==> config.mk <==
export PLATFORM = sky130hd
export DESIGN_NAME = apb_bridge_n
export DESIGN_NICKNAME = d
export VERILOG_FILES = /design/src/rtl/apb_pkg.sv /design/src/rtl/apb_wait_timer.sv /design/src/rtl/apb_bridge_n.sv
export SDC_FILE = /design/constraint.sdc
export NUM_CORES = 1
export LEC_CHECK = 0
export CAP_MARGIN = 20
export CORE_ASPECT_RATIO = 0.9
export CORE_MARGIN = 4
export CORE_UTILIZATION = 45
export DETAILED_ROUTE_END_ITERATION = 8
export HOLD_SLACK_MARGIN = 0.15
export PLACE_DENSITY = 0.85
export SKIP_CTS_REPAIR_TIMING = 1
export SLEW_MARGIN = 20
export SYNTH_ARGS = -nofsm -noshare
export SYNTH_HDL_FRONTEND = slang
export SYNTH_SLANG_ARGS = --single-unit
==> constraint.sdc <==
create_clock -name clk -period 3.85 [get_ports clk]
set_clock_uncertainty 0.1 [all_clocks]
set_input_delay 0.9625 -clock clk [delete_from_list [all_inputs] [get_ports clk]]
set_output_delay 0.9625 -clock clk [all_outputs]
set_load 0.05 [all_outputs]
==> src/rtl/apb_pkg.sv <==
// Shared types and default constants for the APB bridge (apb_bridge_n / apb_wait_timer).
package apb_pkg;

    localparam int unsigned DEF_DATA_W      = 8;
    localparam int unsigned DEF_ADDR_W      = 8;
    localparam int unsigned DEF_NUM_SLV     = 4;
    localparam int unsigned DEF_WAIT_W      = 8;
    localparam int unsigned DEF_TIMEOUT_CYC = 64;

    typedef enum logic [1:0] {
        ST_IDLE,
        ST_SETUP,
        ST_ACCESS,
        ST_DONE
    } apb_state_t;

    // Select-field width; a single slave still gets a 1-bit select.
    function automatic int unsigned sel_width(input int unsigned n);
        return (n > 1) ? $clog2(n) : 1;
    endfunction

endpackage

==> src/rtl/apb_wait_timer.sv <==
// ACCESS-phase counter: saturating wait count with threshold compare and an
// optional timeout, compiled in only when APB_BRIDGE_TIMEOUT_EN is defined.
module apb_wait_timer
    import apb_pkg::*;
#(
    parameter int unsigned WAIT_W      = DEF_WAIT_W,
    parameter int unsigned TIMEOUT_CYC = DEF_TIMEOUT_CYC
) (
    input  logic              clk,
    input  logic              reset,
    input  logic              i_clear,
    input  logic [WAIT_W-1:0] i_wait_cycles,
    output logic              o_wait_met,
    output logic              o_timeout
);

    logic [WAIT_W-1:0] r_count;

    always_ff @(posedge clk) begin
        if (reset || i_clear) begin
            r_count <= '0;
        end else if (r_count != '1) begin
            r_count <= r_count + WAIT_W'(1);
        end
    end

    assign o_wait_met = (r_count >= i_wait_cycles);

    if (TIMEOUT_CYC == 0) begin : g_bad_cfg
        $error("apb_wait_timer: TIMEOUT_CYC must be nonzero");
    end

`ifdef APB_BRIDGE_TIMEOUT_EN
    localparam int unsigned TO_W = $clog2(TIMEOUT_CYC + 1);

    logic [TO_W-1:0] r_tcount;

    // Separate from r_count so the limit is independent of the WAIT_W saturation point.
    always_ff @(posedge clk) begin
        if (reset || i_clear) begin
            r_tcount <= '0;
        end else begin
            r_tcount <= r_tcount + TO_W'(1);
        end
    end

    assign o_timeout = (r_tcount == TO_W'(TIMEOUT_CYC - 1));
`else
    assign o_timeout = 1'b0;
`endif

endmodule

==> src/rtl/apb_bridge_n.sv <==
// Processor-to-APB bridge for NUM_SLV slaves: IDLE/SETUP/ACCESS/DONE sequencing.
// Optional ACCESS timeout is enabled by defining APB_BRIDGE_TIMEOUT_EN.
module apb_bridge_n
    import apb_pkg::*;
#(
    parameter  int unsigned DATA_W      = DEF_DATA_W,
    parameter  int unsigned ADDR_W      = DEF_ADDR_W,
    parameter  int unsigned NUM_SLV     = DEF_NUM_SLV,
    parameter  int unsigned WAIT_W      = DEF_WAIT_W,
    parameter  int unsigned TIMEOUT_CYC = DEF_TIMEOUT_CYC,
    localparam int unsigned SEL_W       = sel_width(NUM_SLV)
) (
    input  logic                      clk,
    input  logic                      reset,
    input  logic                      start,
    input  logic                      write,
    input  logic [SEL_W-1:0]          sel,
    input  logic [ADDR_W-1:0]         addr,
    input  logic [DATA_W-1:0]         wdata,
    input  logic [WAIT_W-1:0]         wait_cycles,
    output logic [DATA_W-1:0]         rdata,
    output logic                      stable,
    output logic                      error,
    output logic [NUM_SLV-1:0]        psel,
    output logic                      penable,
    output logic                      pwrite,
    output logic [ADDR_W-1:0]         paddr,
    output logic [DATA_W-1:0]         pwdata,
    input  logic [NUM_SLV*DATA_W-1:0] prdata_vec,
    input  logic [NUM_SLV-1:0]        pready_vec,
    input  logic [NUM_SLV-1:0]        pslverr_vec
);

    apb_state_t r_state, w_state_nxt;

    logic              r_write;
    logic [SEL_W-1:0]  r_sel;
    logic [ADDR_W-1:0] r_addr;
    logic [DATA_W-1:0] r_wdata;
    logic [WAIT_W-1:0] r_wait;
    logic [DATA_W-1:0] r_rdata;
    logic              r_error;

    logic [NUM_SLV-1:0] w_onehot;
    logic               w_sel_ok;
    logic               w_pready;
    logic               w_pslverr;
    logic [DATA_W-1:0]  w_prdata;
    logic               w_wait_met;
    logic               w_timeout;
    logic               w_complete;
    logic               w_abort;

    // Out-of-range selects decode to an all-zero one-hot, which doubles as the validity flag.
    always_comb begin
        w_onehot  = '0;
        w_pready  = 1'b0;
        w_pslverr = 1'b0;
        w_prdata  = '0;
        for (int unsigned i = 0; i < NUM_SLV; i++) begin
            if (r_sel == SEL_W'(i)) begin
                w_onehot[i] = 1'b1;
                w_pready    = pready_vec[i];
                w_pslverr   = pslverr_vec[i];
                w_prdata    = prdata_vec[i*DATA_W +: DATA_W];
            end
        end
    end

    assign w_sel_ok = |w_onehot;

    apb_wait_timer #(
        .WAIT_W      (WAIT_W),
        .TIMEOUT_CYC (TIMEOUT_CYC)
    ) u_timer (
        .clk           (clk),
        .reset         (reset),
        .i_clear       (r_state != ST_ACCESS),
        .i_wait_cycles (r_wait),
        .o_wait_met    (w_wait_met),
        .o_timeout     (w_timeout)
    );

    assign w_complete = (r_state == ST_ACCESS) && w_wait_met && w_pready;
    assign w_abort    = (r_state == ST_ACCESS) && w_timeout && !w_complete;

    always_ff @(posedge clk) begin
        if (reset) begin
            r_state <= ST_IDLE;
        end else begin
            r_state <= w_state_nxt;
        end
    end

    always_comb begin
        w_state_nxt = r_state;
        psel        = '0;
        penable     = 1'b0;
        stable      = 1'b0;
        error       = 1'b0;
        case (r_state)
            ST_IDLE: begin
                if (start) w_state_nxt = ST_SETUP;
            end
            ST_SETUP: begin
                psel        = w_onehot;
                w_state_nxt = w_sel_ok ? ST_ACCESS : ST_DONE;
            end
            ST_ACCESS: begin
                psel    = w_onehot;
                penable = 1'b1;
                if (w_complete || w_abort) w_state_nxt = ST_DONE;
            end
            ST_DONE: begin
                stable      = 1'b1;
                error       = r_error;
                w_state_nxt = ST_IDLE;
            end
            default: w_state_nxt = ST_IDLE;
        endcase
    end

    always_ff @(posedge clk) begin
        if (reset) begin
            r_write <= 1'b0;
            r_sel   <= '0;
            r_addr  <= '0;
            r_wdata <= '0;
            r_wait  <= '0;
            r_rdata <= '0;
            r_error <= 1'b0;
        end else begin
            if (r_state == ST_IDLE && start) begin
                r_write <= write;
                r_sel   <= sel;
                r_addr  <= addr;
                r_wdata <= wdata;
                r_wait  <= wait_cycles;
            end
            if (w_complete) begin
                r_error <= w_pslverr;
                if (!r_write) r_rdata <= w_prdata;
            end else if (w_abort || (r_state == ST_SETUP && !w_sel_ok)) begin
                r_error <= 1'b1;
            end
        end
    end

    assign rdata  = r_rdata;
    assign pwrite = r_write;
    assign paddr  = r_addr;
    assign pwdata = r_wdata;

endmodule

Word level (Yosys, flattened, before mapping)
Index checks and enable logic that the tools add are counted.
{ "word_totals": {"regBits": 46, "latchBits": 0, "ramBits": 0, "mem_bits_ro": 0, "in_bits": 70, "out_inout_bits": 32, "wordCells": 61, "memories": 0} }
{ "op_classes": {"addsub": 1, "n_mul": 0, "div": 0, "order_cmp": 1, "n_eq_ne": 10, "n_shift": 0, "n_mux": 26, "bitwise_logic": 1, "n_reduce_logical": 13} }
{ "ops": {"columns": ["operator", "n"], "rows": [
  ["8-bit two-way mux", 4],
  ["1-bit two-way mux", 18],
  ["8-bit by 1-bit adder with 8-bit output (second input constant)", 1],
  ["2-bit equality test (second input constant)", 4],
  ["8-bit greater-or-equal comparator", 1],
  ["8-bit inequality test (second input constant)", 1],
  ["2-bit case mux with 4 select lines", 1],
  ["2-bit inequality test (second input constant)", 3],
  ["2-bit by 1-bit equality test with 1-bit output (second input constant)", 2],
  ["1-bit logical AND", 4],
  ["2-bit zero test", 2],
  ["2-bit two-way mux", 2],
  ["4-bit two-way mux", 1],
  ["2-bit AND reduction", 2],
  ["4-bit OR reduction", 1],
  ["2-bit nonzero test", 1],
  ["2-bit OR reduction", 1],
  ["1-bit zero test", 1],
  ["1-bit logical OR", 1],
  ["1-bit NOT", 1]
]} }

Longest topological paths before layout
Gate-level depths: netlist of run 1.
{ "logic_depth": {"ltp_word": 8, "depth_mapped": 8, "depth_no_buf": 8} }

Hierarchy
Synthesis of run 1 repeated with hierarchy kept, for this count alone.
{ "hier_totals": {"hier_cells": 265, "area_unflattened_um2": 2396.0} }
{ "modules_own_cells": {"columns": ["mod", "instances", "cells_per_inst", "area_each_um2", "seq_area_each_um2"], "rows": [
  ["apb_bridge_n", 1, 197, 1806.7, 760.7],
  ["apb_wait_timer", 1, 68, 589.3, 160.2]
]} }

Worst setup path after synthesis of run 1
OpenSTA, ideal clock, no wires.
{ "synth_path": {"path_kind": "register -> output", "start": "register r_state[1]", "end": "output psel[0]", "arrival_ns": 1.892, "t_required_ns": 2.788, "slack_ns": 0.895, "path_stages_with_launch": 4, "path_buffers": 0, "cell_sequence": "dfxtp_1 > inv_1 > ha_1 > nor3b_1"} }
{ "synth_between": {"elab_chain_cells": 3, "word_cells_on_any_way": 4, "classes_between": "eq/ne: 2; mux: 1; reduce/logical: 1"} }
{ "synth_lines": {"columns": ["element", "line", "rtl"], "rows": [
  ["start: declaration", "apb_bridge_n.sv:34", "apb_state_t r_state, w_state_nxt;"],
  ["start signal: assignment", "apb_bridge_n.sv:91", "r_state <= w_state_nxt;"],
  ["2-bit equality test or 2-bit by 1-bit equality test with 1-bit output (tied branches)", "apb_bridge_n.sv:101", "case (r_state)"],
  ["2-bit OR reduction (no line) (*)", null, null],
  ["4-bit two-way mux (*)", "apb_bridge_n.sv:101", null],
  ["end: declaration", "apb_bridge_n.sv:24", "output logic [NUM_SLV-1:0] psel,"]
]} }
Mark *: on every way between the ends. The rest lies on a longest branch, timed or not.

Final worst setup path of run 1
Same ends and word-level chain as after synthesis.

==> results.txt, run 1 <==
The flow ran to the end, and the final reports show no timing, DRC or antenna violations. The synthesized net count is ~340. The insertion delay of the later-clocked pin in the worst-skew pair came out at about 0.30 ns. The path class of the tightest hold or removal check is flop to flop. The layout filler cell count is 403. The portion of the clock cycle consumed by the worst path in the final layout is 0.850. The clock network fraction of total power came out at 0.190. The cell sitting at the root of the clock tree is a clkbuf_8. Max-cap violations in this run came to 0. The cell-internal power came out at approximately 1 mW. The startpoint type of the worst setup path is a flop.

The number of antenna violations at the first check in global routing came out at 0. Setup violations remaining at the end of the flow were counted as 0. The most common flop cell mapped by yosys is dfxtp_1.

The met2 global-route usage came out at 0.314. The sum of net half-perimeters after detailed placement is roughly 4500 um. The synthesized design contains 0 enable-type register cells. The overall track demand over capacity in global routing came out at 0.186.

The largest single stage delay on the critical path is between 0.8 and 0.9 ns. The startpoint identified for the worst register-to-register timing path is r_sel[0]$_SDFFE_PP0P_. The largest net degree at the start of global routing came out at 28. The total non-filler cell area in the finished layout came out at about 0.0034 mm2. The count of yosys warnings during synthesis came out at 0. For the finished layout, the period the worst path requires is 3.27 ns. The number of buffers and inverters on the critical path is 2. In the layout the commonest cells are clkdlybuf4s50_1, nand2_1, dfxtp_1. The leakage dissipation came out at roughly 1.3 nW. Headroom to the max-slew limit came out at 0.380. The count of different cell masters after synthesis came out at 31.

The timing-limited maximum frequency came out at approximately 300 MHz. The register bit total from synthesis is 46. A synthesized cell averages ~9.0 um2. The library cell used most frequently in the layout, excluding fill and tap cells, is clkdlybuf4s50_1. The weighted congestion at the end of routability-driven global placement came out at 0.764. The required arrival time at the worst endpoint came out at about 2.8 ns. The final count of hold timing violations came out at 0. The horizontal extent of the die came out at about 84 um.

The height of the die came out at 76.3 um. The routed design has 5880 um of wire. The buffer depth of the longest clock path came out at 2. For this run, design rule violations remaining after detail routing come to 0. The maximum fanout along the worst path came out at 5. The via count of the routed design is ~2100. The startpoint identified for the worst hold timing path is paddr[2]$_SDFFE_PP0P_. The die area is roughly 0.0064 mm2. Dividing the detail-routed wire length by the instance count gives about 14 um.

The netlist area before placement came out at ~0.0023 mm2. The worst register-to-register path has a setup slack of roughly 1.5 ns. At the pin with the least slew margin, the transition time is between 0.9 and 1 ns. The number of antenna repair diodes is 0.

The number of DRC violations after detailed-routing iteration 0 is 82. The number of buffers added on ports is between 100 and 150. The via count of the first global-routing pass is around 2100. The sequential cell area is 921 um2. The clock sink total came out at 46. The antenna violation net count after detailed routing is 0. The met1 track demand over resource in global routing is 0.225. For this configuration, the core starts out at a cell density of 0.474.

The most critical setup path has its startpoint at r_state[1]$_SDFFE_PP0P_. The post-synthesis async set-or-reset flop share is 0. The floorplan step defined a core boundary enclosing about 0.0049 mm2. The number of clock buffers added by TritonCTS is 5. The clock tree from TritonCTS is built. The signed area change from the synthesized netlist to the final layout is 47.7%.

The fraction of power spent switching nets is 0.401. The worst setup path is captured at a primary output. The sequential-to-total area share from yosys stat is 0.394. The first global-routing pass estimated 9760 um of wire. The via density per instance is 5.05. The layer flagged by global routing as most heavily used is met2.

Traced cell by cell, the critical path runs through inv_1, ha_1, nor3b_1, clkdlybuf4s50_1. The data arrival at the endpoint of the critical path came out at 2.21 ns. The first TritonRoute pass finished after 4 iterations.

In the synthesized netlist, the number of instances is 258. The post-route setup TNS is 0 ns. On the critical path, the stage with the largest delay is an instance of clkdlybuf4s50_1. In this run the cell area measured after placement is 0.00335 mm2. The fraction of layout instances using a drive strength above 1 is 0.0476.

The max-slew violation total from the final report is 0. The share of the core filled with cells in the final layout came out at 0.700. The power density of the placed cells came out at roughly 480 mW/mm2. The critical path class is flop to primary output. The global route total overflow is 0.

Of the total power, combinational logic draws 0.449. The clock-pin slew on the worst setup and hold paths is roughly 0.09 ns. The deepest level of the CTS H-tree is 2. After floorplanning, the core was divided into 24 placement rows. The final-stage net count is about 440. The worst vdd rail ir drop came out at between 300 and 400 uV. The share of power burned in registers is 0.361. The I/O pin total is 102. Setup repair after global routing left no endpoint under its margin. The reported net switching power came out at 0.657 mW. On the critical path the largest part of the delay comes from buffers and inverters.

The combined area of the multi-input logic cells is 0.00128 mm2. The global-route met3 utilization came out at 0.0735.
## final timing paths
kind,depth (start not counted),endpoint
setup / recovery,4,psel[0]
setup reg to reg,6,rdata[4]$_SDFFE_PP0P_
hold reg to reg,2,paddr[2]$_SDFFE_PP0P_
hold / removal,2,paddr[2]$_SDFFE_PP0P_
## power groups by stage
stage | Combinational, mW | Clock, mW | Sequential (mW)
2_1_floorplan | 0.401 | 0 | 0.704
5_1_grt | 0.799 | 0.334 | 0.603
6_report | 0.738 | 0.312 | 0.592
3_3_place_gp | 0.724 | 0 | 0.599
3_5_place_dp | 0.736 | 0 | 0.604
4_1_cts | 0.740 | 0.318 | 0.593
## cells by family after synthesis
| kind of cell | Yosys count | share of synthesized area |
|---|---|---|
| xor+xnor | 2 | 0.00750 |
| simple gates | 107 | 0.201 |
| fa+ha+maj | 13 | 0.0697 |
| compound gates | 45 | 0.114 |
| flops | 46 | 0.394 |
| mux | 21 | 0.155 |
| buf+inv | 24 | 0.0589 |
## worst reg2reg max path: stages, from the launching register on
cell and delay (ns):
dfxtp_1 0.77, mux4_2 0.38, nand2_1 0.08, or2_4 0.25, a21oi_4 0.33, mux2i_1 0.26
nor2_1 0.06
## synth_stat cells, types with 2 or more instances
master	instances	share of area
o21a_1	2	0.0064
clkbuf_8	4	0.024
xnor2_1	2	0.0075
clkbuf_1	8	0.013
mux2i_1	11	0.047
nor2_1	22	0.035
o21ai_0	3	0.0064
a21oi_1	32	0.069
inv_1	11	0.018
nor3_1	3	0.0064
a31oi_1	4	0.011
mux4_2	3	0.029
mux4_1	7	0.079
ha_1	13	0.070
nand3_1	4	0.0086
and2_1	2	0.0054
nor3b_1	3	0.0096
dfxtp_1	46	0.39
nand4_1	2	0.0054
and3_1	3	0.0080
nand2_1	59	0.095
nand2b_1	5	0.013
## state kept, by name, indices dropped and copies added (netlist names)
register,count
r_state,2
r_error,1
r_sel,2
r_wait,8
pwdata,8
u_timer.r_count,8
paddr,8
rdata,8
pwrite,1
## layout make-up
cell class / instances / share of cell area
Clock buffer: 6 / 0.0239
Inverter: 11 / 0.0120
Sequential cell: 46 / 0.267
Multi-Input combinational cell: 188 / 0.370
Tap cell: 65 / 0.0236
Timing Repair Buffer: 104 / 0.300
Clock inverter: 2 / 0.00363
## stage by stage
| stage | hold slack (ns) | cells | power (mW) | worst slack, ns |
|---|---|---|---|---|
| after floorplan | 0.334 | 258 | 1.10 | 0.895 |
| after global placement | 0.342 | 414 | 1.32 | 0.985 |
| after detailed placement | 0.346 | 414 | 1.34 | 0.929 |
| after CTS | 0.358 | 422 | 1.65 | 0.581 |
| after global routing | 0.373 | 422 | 1.74 | 0.458 |
| final | 0.356 | 422 | 1.64 | 0.576 |
## layer usage
metal	share of wire	wire, um	vias up
met1	0.43	2550	962
met4	0.0083	49	0
met5	0	0	-
met3	0.099	584	7
met2	0.46	2700	85
li1	-	-	1078
Note: power is estimated with default switching activity, not from simulation.
==> inputs of run 2 (changes only) <==
--- a/config.mk
+++ b/config.mk
@@ -11,9 +11,10 @@
 export CORE_UTILIZATION = 45
 export DETAILED_ROUTE_END_ITERATION = 8
 export HOLD_SLACK_MARGIN = 0.15
-export PLACE_DENSITY = 0.85
+export PLACE_DENSITY = 0.92
 export SKIP_CTS_REPAIR_TIMING = 1
 export SLEW_MARGIN = 20
 export SYNTH_ARGS = -nofsm -noshare
 export SYNTH_HDL_FRONTEND = slang
 export SYNTH_SLANG_ARGS = --single-unit
+export TNS_END_PERCENT = 20
==> run 2 against run 1 <==
Global-route usage up 0.59 points. Critical path depth unchanged. Via count up 0.80%. Sequential share of layout area up 0.087 points. Worst setup slack better by 0.011 ns. Combinational power about the same. Routed wire length up 0.71%. Fmax up 0.32%. Core utilization down 0.23 points. Cell area down 0.33%. Largest power group unchanged.
==> results.txt, run 2 (synthesis gave the netlist of run 1 again) <==
The number of antenna repair diodes came out at 0. The number of DRC violations after detailed-routing iteration 0 is ~120. The sum of net half-perimeters after detailed placement came out at between 4000 and 5000 um. The first-pass GRT wire length came out at around 10000 um. In the layout the commonest cells are clkdlybuf4s50_1, nand2_1, dfxtp_1. The data arrival at the endpoint of the critical path is roughly 2.2 ns. TritonCTS built the clock tree. The tree is rooted in a clkbuf_8. In this run the static leakage power is between 1 and 1.5 nW. For the worst setup path, the data required time is between 2 and 3 ns. The largest stage delay on the critical path is 0.84 ns.

The number of antenna violations at the first check in global routing came out at 0. The global route total overflow is 0. The timing-limited maximum frequency is just over 300 MHz.

The final-stage net count came out at 438. The final count of hold timing violations came to 0. The post-route setup TNS came out at 0 ns. The deepest level of the CTS H-tree came out at 2. The starting utilization of the core area came out at 0.474. The min-delay analysis places its worst path in the category flop to flop.

On the critical path, the stage with the largest delay is an instance of clkdlybuf4s50_1. The fraction of layout instances using a drive strength above 1 came out at 0.0421. The die is 83.9 um wide. The number of rows created at floorplan is 24.

Setup repair after global routing left no endpoint under its margin. Entering global routing, the biggest net connects 28 pins. The count of nets left with antenna violations once routing finished came out at 0. Of the total power, the share spent switching nets is 0.395. The area growth from synthesis to layout is 47.2%. The max-slew violation total from the final report is 0. The worst setup path is launched from a flop. The portion of the clock cycle consumed by the worst path in the final layout is 0.848. The buffer depth of the longest clock path is 2.

The share of power burned in registers came out at 0.365. The number of max-cap violations is 0. The combinational share of power is 0.452. The share of the core filled with cells in the final layout is 0.698. The via count of the first global-routing pass came to approximately 2200. The detailed-route DRC error count is 0. The critical path is of the flop to primary output type. The worst setup path is captured at a primary output. The clock network fraction of total power came out at 0.182. The core area is a little under 0.005 mm2. Measured against its own limit, the worst slew margin works out to 0.384. Internal power comes to 0.984 mW. The worst vdd rail ir drop came out at around 340 uV. The flow ran to the end, and the final reports show no timing, DRC or antenna violations.

At the end of routability-driven placement, the weighted congestion stood at 0.775. The overall track demand over capacity in global routing is 0.192. The maximum fanout along the worst path came out at 5. The critical path goes through inv_1, ha_1, nor3b_1, clkdlybuf4s50_1. The clock-pin slew on the worst setup and hold paths is 0.08 ns. The routed wirelength normalized by instance count came out at between 10 and 15 um. For this design the total switching power over the nets is 0.644 mW.

The I/O pin total came out at between 100 and 150. The insertion delay of the later-clocked pin in the worst-skew pair is ~0.29 ns. The die covers around 0.0064 mm2. The floorplan step set the die height to ~76 um. The first-pass detailed-route iteration total came out at 4. The slew at the pin closest to its max-slew limit is 0.922 ns. The number of failing setup endpoints in the final timing report is 0. The number of buffers added on ports is 101. The clock sink total is 46. Detailed routing inserted a total of between 2000 and 2500 vias. Power spread over the standard cell area amounts to approximately 470 mW/mm2. The most common library cell in the layout ignoring fill and taps is clkdlybuf4s50_1.

The number of buffers created by CTS is 5. The minimum clock period after layout is around 3.3 ns. The final wirelength is 5930 um. The via density per instance came out at 5.10.
-- run 2: cell types whose count changed in the layout (fill, tap and decap cells not counted), sizes merged --
cell,change
clkinvlp,-1
clkbuf,+1
buf,-1
-- run 2: metal layers --
| metal | global-route usage | part of all wire | wire (um) |
|---|---|---|---|
| met5 | 0 | 0 | 0 |
| met4 | 0.0579 | 0.012 | 72 |
| met3 | 0.0854 | 0.11 | 628 |
| met2 | 0.326 | 0.47 | 2790 |
| met1 | 0.216 | 0.41 | 2430 |
-- run 2: critical path, delay by kind of cell (launching register included) --
| family | cells | cell delay [ns] |
|---|---|---|
| and+or+nand+nor | 1 | 0.21 |
| adders and majority gates | 1 | 0.37 |
| buffers and inverters | 2 | 0.93 |
| DFF | 1 | 0.40 |
-- run 2: area by class of cell --
class | count | area, um2
clock inverters | 1 | 5.00
fillers | 402 | 1490
well taps | 65 | 81.3
repair buffers | 103 | 1030
multi-input cells | 188 | 1280
inverters | 11 | 41.3
clock buffers | 7 | 86.3
flip-flops and latches | 46 | 921
-- run 2: power by group through the flow --
stage / Clock (mW) / Combinational [mW] / Sequential, mW
final: 0.297 / 0.737 / 0.595
after global routing: 0.326 / 0.796 / 0.605
after CTS: 0.308 / 0.743 / 0.595
after detailed placement: 0 / 0.739 / 0.605
after global placement: 0 / 0.719 / 0.600
after floorplan: 0 / 0.401 / 0.704
-- run 2: per-stage QoR --
stage / instance area [um2] / std cells / hold slack, ns / power (mW) / setup WS [ns]
after detailed placement: 3350 / 413 / 0.346 / 1.34 / 0.949
final: 3440 / 421 / 0.357 / 1.63 / 0.586
after global routing: 3440 / 421 / 0.378 / 1.73 / 0.472
after floorplan: 2330 / 258 / 0.334 / 1.10 / 0.895
after CTS: 3440 / 421 / 0.358 / 1.65 / 0.586
after global placement: 3350 / 413 / 0.343 / 1.32 / 0.982
-- run 2: final timing paths --
kind                            from                      to  slack (ns)  depth (start not counted)
max          r_state[1]$_SDFFE_PP0P_                 psel[0]        0.59                          4
min           pwdata[0]$_SDFFE_PP0P_  pwdata[0]$_SDFFE_PP0P_        0.36                          2
max reg2reg    r_sel[0]$_SDFFE_PP0P_   rdata[0]$_SDFFE_PP0P_        1.57                          6
min reg2reg   pwdata[0]$_SDFFE_PP0P_  pwdata[0]$_SDFFE_PP0P_        0.36                          2
